==> config.mk <==
export PLATFORM = sky130hd
export DESIGN_NAME = sync_release_scheduler
export DESIGN_NICKNAME = d
export VERILOG_FILES = /design/src/rtl/sync_release_scheduler.sv
export SDC_FILE = /design/constraint.sdc
export NUM_CORES = 1
export LEC_CHECK = 0
export ABC_CLOCK_PERIOD_IN_PS = 5900
export BUFFER_PORTS_ARGS = -buffer_cell sky130_fd_sc_hd__buf_2
export CAP_MARGIN = 0
export CORE_MARGIN = 2
export CORE_UTILIZATION = 60
export CTS_CLUSTER_DIAMETER = 30
export DETAILED_ROUTE_END_ITERATION = 10
export PLACE_DENSITY = 0.78
export RECOVER_POWER = 25
export SETUP_SLACK_MARGIN = 0.05
export SYNTH_ARGS = -nofsm -noshare
export SYNTH_HDL_FRONTEND = slang
export SYNTH_SLANG_ARGS = --single-unit
==> constraint.sdc <==
create_clock -name clk -period 5.9 [get_ports clk]
set_input_delay 1.18 -clock clk [delete_from_list [all_inputs] [get_ports clk]]
set_output_delay 1.18 -clock clk [all_outputs]
set_load 0.005 [all_outputs]
==> src/rtl/sync_release_scheduler.sv <==
// Synchronization master release scheduler.
// Counts ACCOUNT messages per barrier entry. When an entry reaches its target count, it
// queues a RELEASE multicast to every participating tile. Pending entries are released one
// at a time, lowest index first.
// Optional feature: define SYNC_MASTER_SETUP_CHECK_EN to add the sticky sm_setup_error output,
// which flags ACCOUNTs whose cnt_setup disagrees with the active entry's target.

`ifndef BARRIER_NUMB_FOR_TILE
`define BARRIER_NUMB_FOR_TILE 8
`endif

`ifndef TILE_COUNT
`define TILE_COUNT 16
`endif

package sync_release_scheduler_pkg;
    typedef logic [$clog2(`TILE_COUNT)-1:0] tile_id_t;
    typedef logic [7:0]                     barrier_id_t;
    typedef logic [7:0]                     cnt_barrier_t;
    typedef logic [`TILE_COUNT-1:0]         tile_mask_t;

    typedef struct packed {
        tile_id_t     tile_id_source;
        barrier_id_t  id_barrier;
        cnt_barrier_t cnt_setup;
    } sync_account_message_t;

    typedef struct packed {
        barrier_id_t id_barrier;
    } sync_release_message_t;
endpackage

module sync_release_scheduler
    import sync_release_scheduler_pkg::*;
#(
    parameter int unsigned BARRIER_NUMB = `BARRIER_NUMB_FOR_TILE,
    parameter int unsigned TILE_COUNT   = `TILE_COUNT
) (
    input  logic                  clk,
    input  logic                  reset,
    input  logic                  n2c_account_valid,
    input  sync_account_message_t n2c_account_message,
    output logic                  n2c_account_consumed,
    input  logic                  network_available,
`ifdef SYNC_MASTER_SETUP_CHECK_EN
    output logic                  sm_setup_error,
`endif
    output logic                  c2n_release_valid,
    output sync_release_message_t c2n_release_message,
    output tile_mask_t            c2n_release_destination_valid
);

    localparam int unsigned IDX_W = (BARRIER_NUMB > 1) ? $clog2(BARRIER_NUMB) : 1;
    localparam int unsigned ID_W  = $bits(barrier_id_t);

    localparam logic [0:0] ST_IDLE = 1'b0;
    localparam logic [0:0] ST_SEND = 1'b1;

    // Per-entry state
    cnt_barrier_t            cnt_q    [BARRIER_NUMB];
    cnt_barrier_t            target_q [BARRIER_NUMB];
    tile_mask_t              mask_q   [BARRIER_NUMB];
    logic [BARRIER_NUMB-1:0] active_q;
    logic [BARRIER_NUMB-1:0] pend_q;

    // Sender state
    logic [0:0]       state_q;
    logic [IDX_W-1:0] sel_q;
    barrier_id_t      out_id_q;
    tile_mask_t       out_mask_q;

    logic [IDX_W-1:0] acc_idx;
    tile_mask_t       src_bit;
    cnt_barrier_t     cnt_inc;
    cnt_barrier_t     new_cnt;
    cnt_barrier_t     new_target;
    logic             acc_active;
    logic             complete;
    logic             release_fire;
    logic             pend_any;
    logic [IDX_W-1:0] pick_idx;
    logic             unused_id_bits;

    assign acc_idx        = n2c_account_message.id_barrier[IDX_W-1:0];
    assign unused_id_bits = ^n2c_account_message.id_barrier[ID_W-1:IDX_W];
    assign acc_active     = active_q[acc_idx];

    // Accept whenever the addressed entry is not waiting for its RELEASE to go out.
    assign n2c_account_consumed = reset & n2c_account_valid & ~pend_q[acc_idx];

    assign release_fire = (state_q == ST_SEND) & network_available;
    assign pend_any     = |pend_q;

    // Decode the source tile into its mask bit; out-of-range tile ids contribute nothing.
    always_comb begin
        src_bit = '0;
        if (int'(n2c_account_message.tile_id_source) < int'(TILE_COUNT)) begin
            src_bit[n2c_account_message.tile_id_source] = 1'b1;
        end
    end

    // Next count/target for the addressed entry and whether this ACCOUNT completes it.
    always_comb begin
        cnt_inc    = (cnt_q[acc_idx] == '1) ? cnt_q[acc_idx] : cnt_q[acc_idx] + 1'b1;
        new_cnt    = acc_active ? cnt_inc : cnt_barrier_t'(1);
        new_target = acc_active ? target_q[acc_idx] : n2c_account_message.cnt_setup;
        // A setup of 0 or 1 completes on the first ACCOUNT.
        complete   = (new_cnt == new_target) ||
                     (!acc_active && (n2c_account_message.cnt_setup <= cnt_barrier_t'(1)));
    end

    // Lowest-index pending entry; the downward scan leaves the smallest index last.
    always_comb begin
        pick_idx = '0;
        for (int i = int'(BARRIER_NUMB) - 1; i >= 0; i--) begin
            if (pend_q[i]) begin
                pick_idx = IDX_W'(i);
            end
        end
    end

    // Entry table: accumulate ACCOUNTs and retire the entry once its RELEASE is taken.
    always_ff @(posedge clk) begin
        if (!reset) begin
            for (int i = 0; i < int'(BARRIER_NUMB); i++) begin
                cnt_q[i]    <= '0;
                target_q[i] <= '0;
                mask_q[i]   <= '0;
            end
            active_q <= '0;
            pend_q   <= '0;
        end else begin
            if (n2c_account_consumed) begin
                cnt_q[acc_idx]    <= new_cnt;
                target_q[acc_idx] <= new_target;
                mask_q[acc_idx]   <= acc_active ? (mask_q[acc_idx] | src_bit) : src_bit;
                if (complete) begin
                    pend_q[acc_idx]   <= 1'b1;
                    active_q[acc_idx] <= 1'b0;
                end else begin
                    active_q[acc_idx] <= 1'b1;
                end
            end
            // The released entry is pending, so it never collides with the accepted one.
            if (release_fire) begin
                pend_q[sel_q] <= 1'b0;
                cnt_q[sel_q]  <= '0;
                mask_q[sel_q] <= '0;
            end
        end
    end

    // Sender FSM: latch one pending entry, then hold it on the NoC until it is accepted.
    always_ff @(posedge clk) begin
        if (!reset) begin
            state_q    <= ST_IDLE;
            sel_q      <= '0;
            out_id_q   <= '0;
            out_mask_q <= '0;
        end else begin
            case (state_q)
                ST_IDLE: begin
                    if (pend_any) begin
                        sel_q      <= pick_idx;
                        out_id_q   <= barrier_id_t'(pick_idx);
                        out_mask_q <= mask_q[pick_idx];
                        state_q    <= ST_SEND;
                    end
                end
                ST_SEND: begin
                    if (network_available) begin
                        state_q <= ST_IDLE;
                    end
                end
                default: state_q <= ST_IDLE;
            endcase
        end
    end

    assign c2n_release_valid             = (state_q == ST_SEND);
    assign c2n_release_message           = sync_release_message_t'(out_id_q);
    assign c2n_release_destination_valid = out_mask_q;

`ifdef SYNC_MASTER_SETUP_CHECK_EN
    logic setup_error_q;

    // Sticky flag: an ACCOUNT to a live entry disagrees with the target it was opened with.
    always_ff @(posedge clk) begin
        if (!reset) begin
            setup_error_q <= 1'b0;
        end else if (n2c_account_consumed && acc_active &&
                     (n2c_account_message.cnt_setup != target_q[acc_idx])) begin
            setup_error_q <= 1'b1;
        end
    end

    assign sm_setup_error = setup_error_q;
`endif

endmodule

Word level (Yosys, flattened, before mapping) --
Memories as Yosys holds them, arrays and structs flattened. A register that Yosys moved wholly into a read port is not among the register bits. Index checks and enable logic that the tools add are counted. W data, S select, Z words.
Storage, ports and cells: flip-flop bits (word level) 20, RAM bits 256, output and inout bits 26, logic and storage cells 95, memories 3
Operators by class: add/subtract/negate cells 1, magnitude comparators 7, equality and inequality tests 2, multiplexer cells 52, bitwise gates (word level) 12, reduce and logical (&&, ||, !) cells 14
Memories:
- mask_q | depth 8, width 16, read ports 2, clocked after Yosys merged registers in 1, wr ports 8, line 62 | tile_mask_t mask_q [BARRIER_NUMB];
- cnt_q | depth 8, width 8, read ports 1, clocked after Yosys merged registers in 0, wr ports 8, line 60 | cnt_barrier_t cnt_q [BARRIER_NUMB];
- target_q | depth 8, width 8, read ports 1, clocked after Yosys merged registers in 0, wr ports 8, line 61 | cnt_barrier_t target_q [BARRIER_NUMB];
Operators by type and width (count):
- $mux W8 | 11
- $mux W16 | 3
- $mux W3 | 13
- $reduce_or A16 Y1 | 2
- $reduce_or A8 Y1 | 4
- $mux W1 | 19
- $and A8 B8 Y8 | 2
- $not A8 Y8 | 2
- $or A16 B16 Y16 | 1
- $or A8 B8 Y8 | 2
- $add A8 B1 Y8 const B | 1
- $eq A8 B8 Y1 | 1
- $eq A8 B8 Y1 const B | 1
- $le A8 B1 Y1 const B | 1
- $lt A3 B4 Y1 const B | 2
- $bmux W1 S3 | 2
- $demux W1 S3 | 2
- $ge A3 B1 Y1 const B | 2
- $lt A4 B5 Y1 const B | 1
- $demux W1 S4 | 1
- $ge A4 B1 Y1 const B | 1
- $logic_and A1 B1 Y1 | 4
- $and A1 B1 Y1 | 3
- $logic_not A1 Y1 | 2
- other kinds (4) | 5

Longest topological paths before layout --
An unclocked memory read counts as a cell.
depth after elaboration 11, gate-level depth with buffers 15, mapped depth without buffers 11

Worst setup path after synthesis --
OpenSTA, ideal clock, no wires.
path kind input to register, from input port n2c_account_message[8] in the netlist's numbering, to register pend_q[1], setup time 0.086 ns, arrival time 4.241 ns, setup slack 1.572 ns, stages on the path 14, path buffers 3, cell sequence buf_6 buf_8 or4b_1 o21ai_0 or3_1 ha_1 and4_1 nand3_1 xor2_1 nor2_1 xor2_1 or4_1 buf_6 a221oi_2
Between the ends: cells in the longest elaborated chain, start to end 11, elaborated cells on any way between the ends 28, those cells by class add/sub: 1; order compare: 2; eq/ne: 2; mux: 13; bitwise: 4; reduce/logical: 4; memory: 2
RTL lines:
- start: declaration | line 42 | input sync_account_message_t n2c_account_message,
- $mem_v2 Z8 W8
- $add A8 B1 Y8 or $eq A8 B8 Y1 (tied branches) | line 104 | cnt_inc = (cnt_q[acc_idx] == '1) ? cnt_q[acc_idx] : cnt_q[acc_idx] + 1'b1;
- $mux W8 | line 104
- $mux W8 | line 105 | new_cnt = acc_active ? cnt_inc : cnt_barrier_t'(1);
- $eq A8 B8 Y1 | line 108 | complete = (new_cnt == new_target) ||
- $logic_or A1 B1 Y1 | line 108
- $mux W8 | line 137 | if (complete) begin
- $mux W8 * | line 133 | if (n2c_account_consumed) begin
- $mux W8 * | line 124 | if (!reset) begin
- $and A8 B8 Y8 (no source line)
- $mux W8 * | line 145 | if (release_fire) begin
- end signal: assignment | line 131 | pend_q <= '0;
- end signal: indexed assignment | line 138 | pend_q[acc_idx] <= 1'b1;
- end signal: indexed assignment | line 146 | pend_q[sel_q] <= 1'b0;
- end: declaration | line 64 | logic [BARRIER_NUMB-1:0] pend_q;
Every way passes the cells marked *; elsewhere a longest branch is shown, timed or not. The select of a mux whose other input is x is not followed. A chain may end at the register's enable or synchronous reset.

==> results.toml <==
[status]
status = "finished with violations"
violations = "capacitance limit, slew limit"

[worst_setup_path]
crit_chain = "buf_2 > clkbuf_1 > nor2b_1 > a22oi_1 > o22ai_1 > nor2_1 > buf_4 > nand2_1 > clkbuf_1 > nor2_1 > a31oi_1 > nor2_1"
crit_fanout = 33
r2r-start = "pend_q[3]"
cpPeakStageDelay_ns = 1.45
r2r-end = "c2n_release_destination_valid[15]"
reg2reg_depth = 7
end_kind = "flip-flop"
cp.arrival_ns = 5.59
cp_common_cell = "nor2_1"
slowest_stage = "clkbuf_1"
critical_path_class = "input port to flip-flop"
worstSetupEndpoint = "mask_q[1][3]"
reg2reg_slack_ns = 1.68
startpoint = "n2c_account_message[9]"
crit_path_start_kind = "input port"
crit_required_ns = 6.33

[logic_synthesis]
yosysWarnings = 0
syn_area_um2 = 14020
synth.avg_cell_area_um2 = 8.937
async_flop_share = 0
synth_compound_area_frac = 0.1996
yosysSeqAreaShare = 0.4626
ys.flop_type = "dfxtp_1"
synthMuxAreaShare = 0.1031
ys_ff_latch = 292
postSynthCellCount = 1569
synth_edf_count = 64
yosys.area_share.simple = 0.1794
synthAdderAreaFrac = 0.0008923
netlist-cell-type-count = 66
synth_xor_area_frac = 0.004997
synth_top_family_by_area = "compound AO/OA/AOI/OAI gates"

[global_routing]
track_usage = 0.3631
grt_antenna_before_repair = 1
first_global_vias = 12690
grt_pass1_wl_um = 69100
grt_max_degree = 91
grt-ovfl-total = 0

[pwr]
p_leak_nw = 5.922
pwr_density_cell_nw_per_um2 = 334.8
p_total_mw = 5.404
ir_worst_vdd_mv = 0.2200

[clock_tree]
cts_hold_buf = 0
cts_made_buffers = 52
root_buffer = "clkbuf_16"
cts_resized = 0
cts.htree.levels = 2
cts_tree = "yes"
post_cts_buffers = 0
clockBufferDepth = 3
numClockSinks = 292
clk_latency_ns = 0.56
clk_pin_slew_worst_paths_ns = 0.05

[floorplan]
fp.dieH_um = 156.9
boundaryPins = 50
die-area_um2 = 24610
rows = 55
core-area_um2 = 22780
start_util = 0.6156
die_w_um = 156.9

[route]
antenna_left = 0
wl_per_cell_um = 23.53
drc = 0
first_iter_violations = 2118
wl_um = 44980
viasPerCell = 6.950
vias = 13290
first_pass_iters = 6

[timing]
setup_tns_ns = 0
final_hold_viol_count = 0
grt_setup_unrepaired = "no"
drv_slew = 159
slew_headroom = -1.808
max_freq_mhz = 193.8
timing.final.crit_share = 0.8748
setup_viol = 0
period_needed_ns = 5.161
tightest_slew_ns = 4.212
fin_skew_ns = 0.02290

[place]
post_dp_cell_area_um2 = 14370
place.gp.congestion = 0.8534
hpwl_um = 25070
port_buffers = 39

[layout]
final_util = 0.7085
layout_commonest_cell = "nor2_1"
area_growth_pct = 15.10
drive_above_1_share = 0.1395
nets = 1580
design_area_um2 = 16140
final_cell_mix = "nor2_1, dfxtp_1, a31oi_1"
diodes = 0

[flow_run]
maxCapViolCount = 3

[min_path]
hp-class = "flip-flop to flip-flop"
per-stage QoR:
stage               hold slack, ns  worst slack [ns]  instances
CTS                         0.4621             1.317       1912
finish                      0.4573            0.7387       1912
detailed placement          0.4553            0.7385       1814
global route                0.4789            0.6098       1912
global placement            0.4466            0.7932       1814
floorplan                   0.4383             1.572       1573
layout make-up:
type	instances	area [um^2]
Inverter	6	22.52
Multi-Input combinational cell	1123	6938
Tap cell	313	391.6
Sequential cell	292	6486
Timing Repair Buffer	80	466.7
Clock inverter	33	434.2
Fill cell	1633	6639
Clock buffer	65	1400
routing by layer:
metal | vias to the layer above | routed length, um | global-route usage | share of wire
met1 | 6261 | 16750 | 0.4918 | 0.37
met2 | 1096 | 19520 | 0.5430 | 0.43
li1 | 5705 | - | - | -
met5 | - | 13 | 0 | 0.00029
met3 | 224 | 6673 | 0.09526 | 0.15
met4 | 2 | 2024 | 0.1730 | 0.045
cells by family (layout without fill, tap and decap cells):
logic type | count (synthesis) | count (layout)
buf+inv | 158 | 184
flops | 292 | 292
fa+ha+maj | 1 | 1
other cells | 1 | 5
mux | 81 | 81
simple gates | 616 | 616
xor+xnor | 8 | 8
compound gates | 412 | 412
critical path: cells and delay by family:
family,cells,cell delay (ns)
buf+inv,4,3.00
simple gates,5,0.81
compound gates,3,0.53
cells in the mapped netlist, drive strengths merged (6+ instances only):
cell	number	area share
a21boi	16	0.0086
mux2i	18	0.014
o21ai	22	0.0079
nand3	26	0.0093
edfxtp	64	0.14
a221oi	20	0.014
nor3	7	0.0025
nand2	65	0.018
o221ai	8	0.0054
dfxtp	228	0.33
buf	50	0.020
mux4	46	0.075
clkbuf	102	0.027
nor2b	9	0.0040
a22o	15	0.0094
a31oi	205	0.091
nor2	467	0.13
and2	13	0.0062
a21oi	36	0.013
a22oi	67	0.036
mux2	17	0.014
nand4	7	0.0031
inv	6	0.0016
worst min-delay path by stage:
stage / startpoint / to / slack (ns) / cells past startpoint
after detailed placement: c2n_release_destination_valid[3] / c2n_release_destination_valid[3] / 0.46 / 2
after floorplan: flip-flop / flip-flop / 0.44 / 2
after global placement: c2n_release_destination_valid[9] / c2n_release_destination_valid[9] / 0.45 / 2
after CTS: c2n_release_destination_valid[3] / c2n_release_destination_valid[3] / 0.46 / 2
final: c2n_release_destination_valid[11] / c2n_release_destination_valid[11] / 0.46 / 2
after global routing: cnt_q[0][6] / cnt_q[0][6] / 0.48 / 2
state kept, by name (all words and copies together) (netlist names), named ones only:
| signal | count |
|---|---|
| c2n_release_destination_valid | 16 |
| c2n_release_valid | 1 |
| cnt_q | 64 |
| mask_q | 128 |
| pend_q | 8 |
| sel_q | 3 |
| target_q | 64 |
power by group:
part	switching, mW	internal [mW]	total [mW]
clock network	1.03	2.07	3.10
logic	0.171	0.0542	0.226
registers	0.00980	2.07	2.08
No activity file was read; power rests on OpenSTA's default activity.
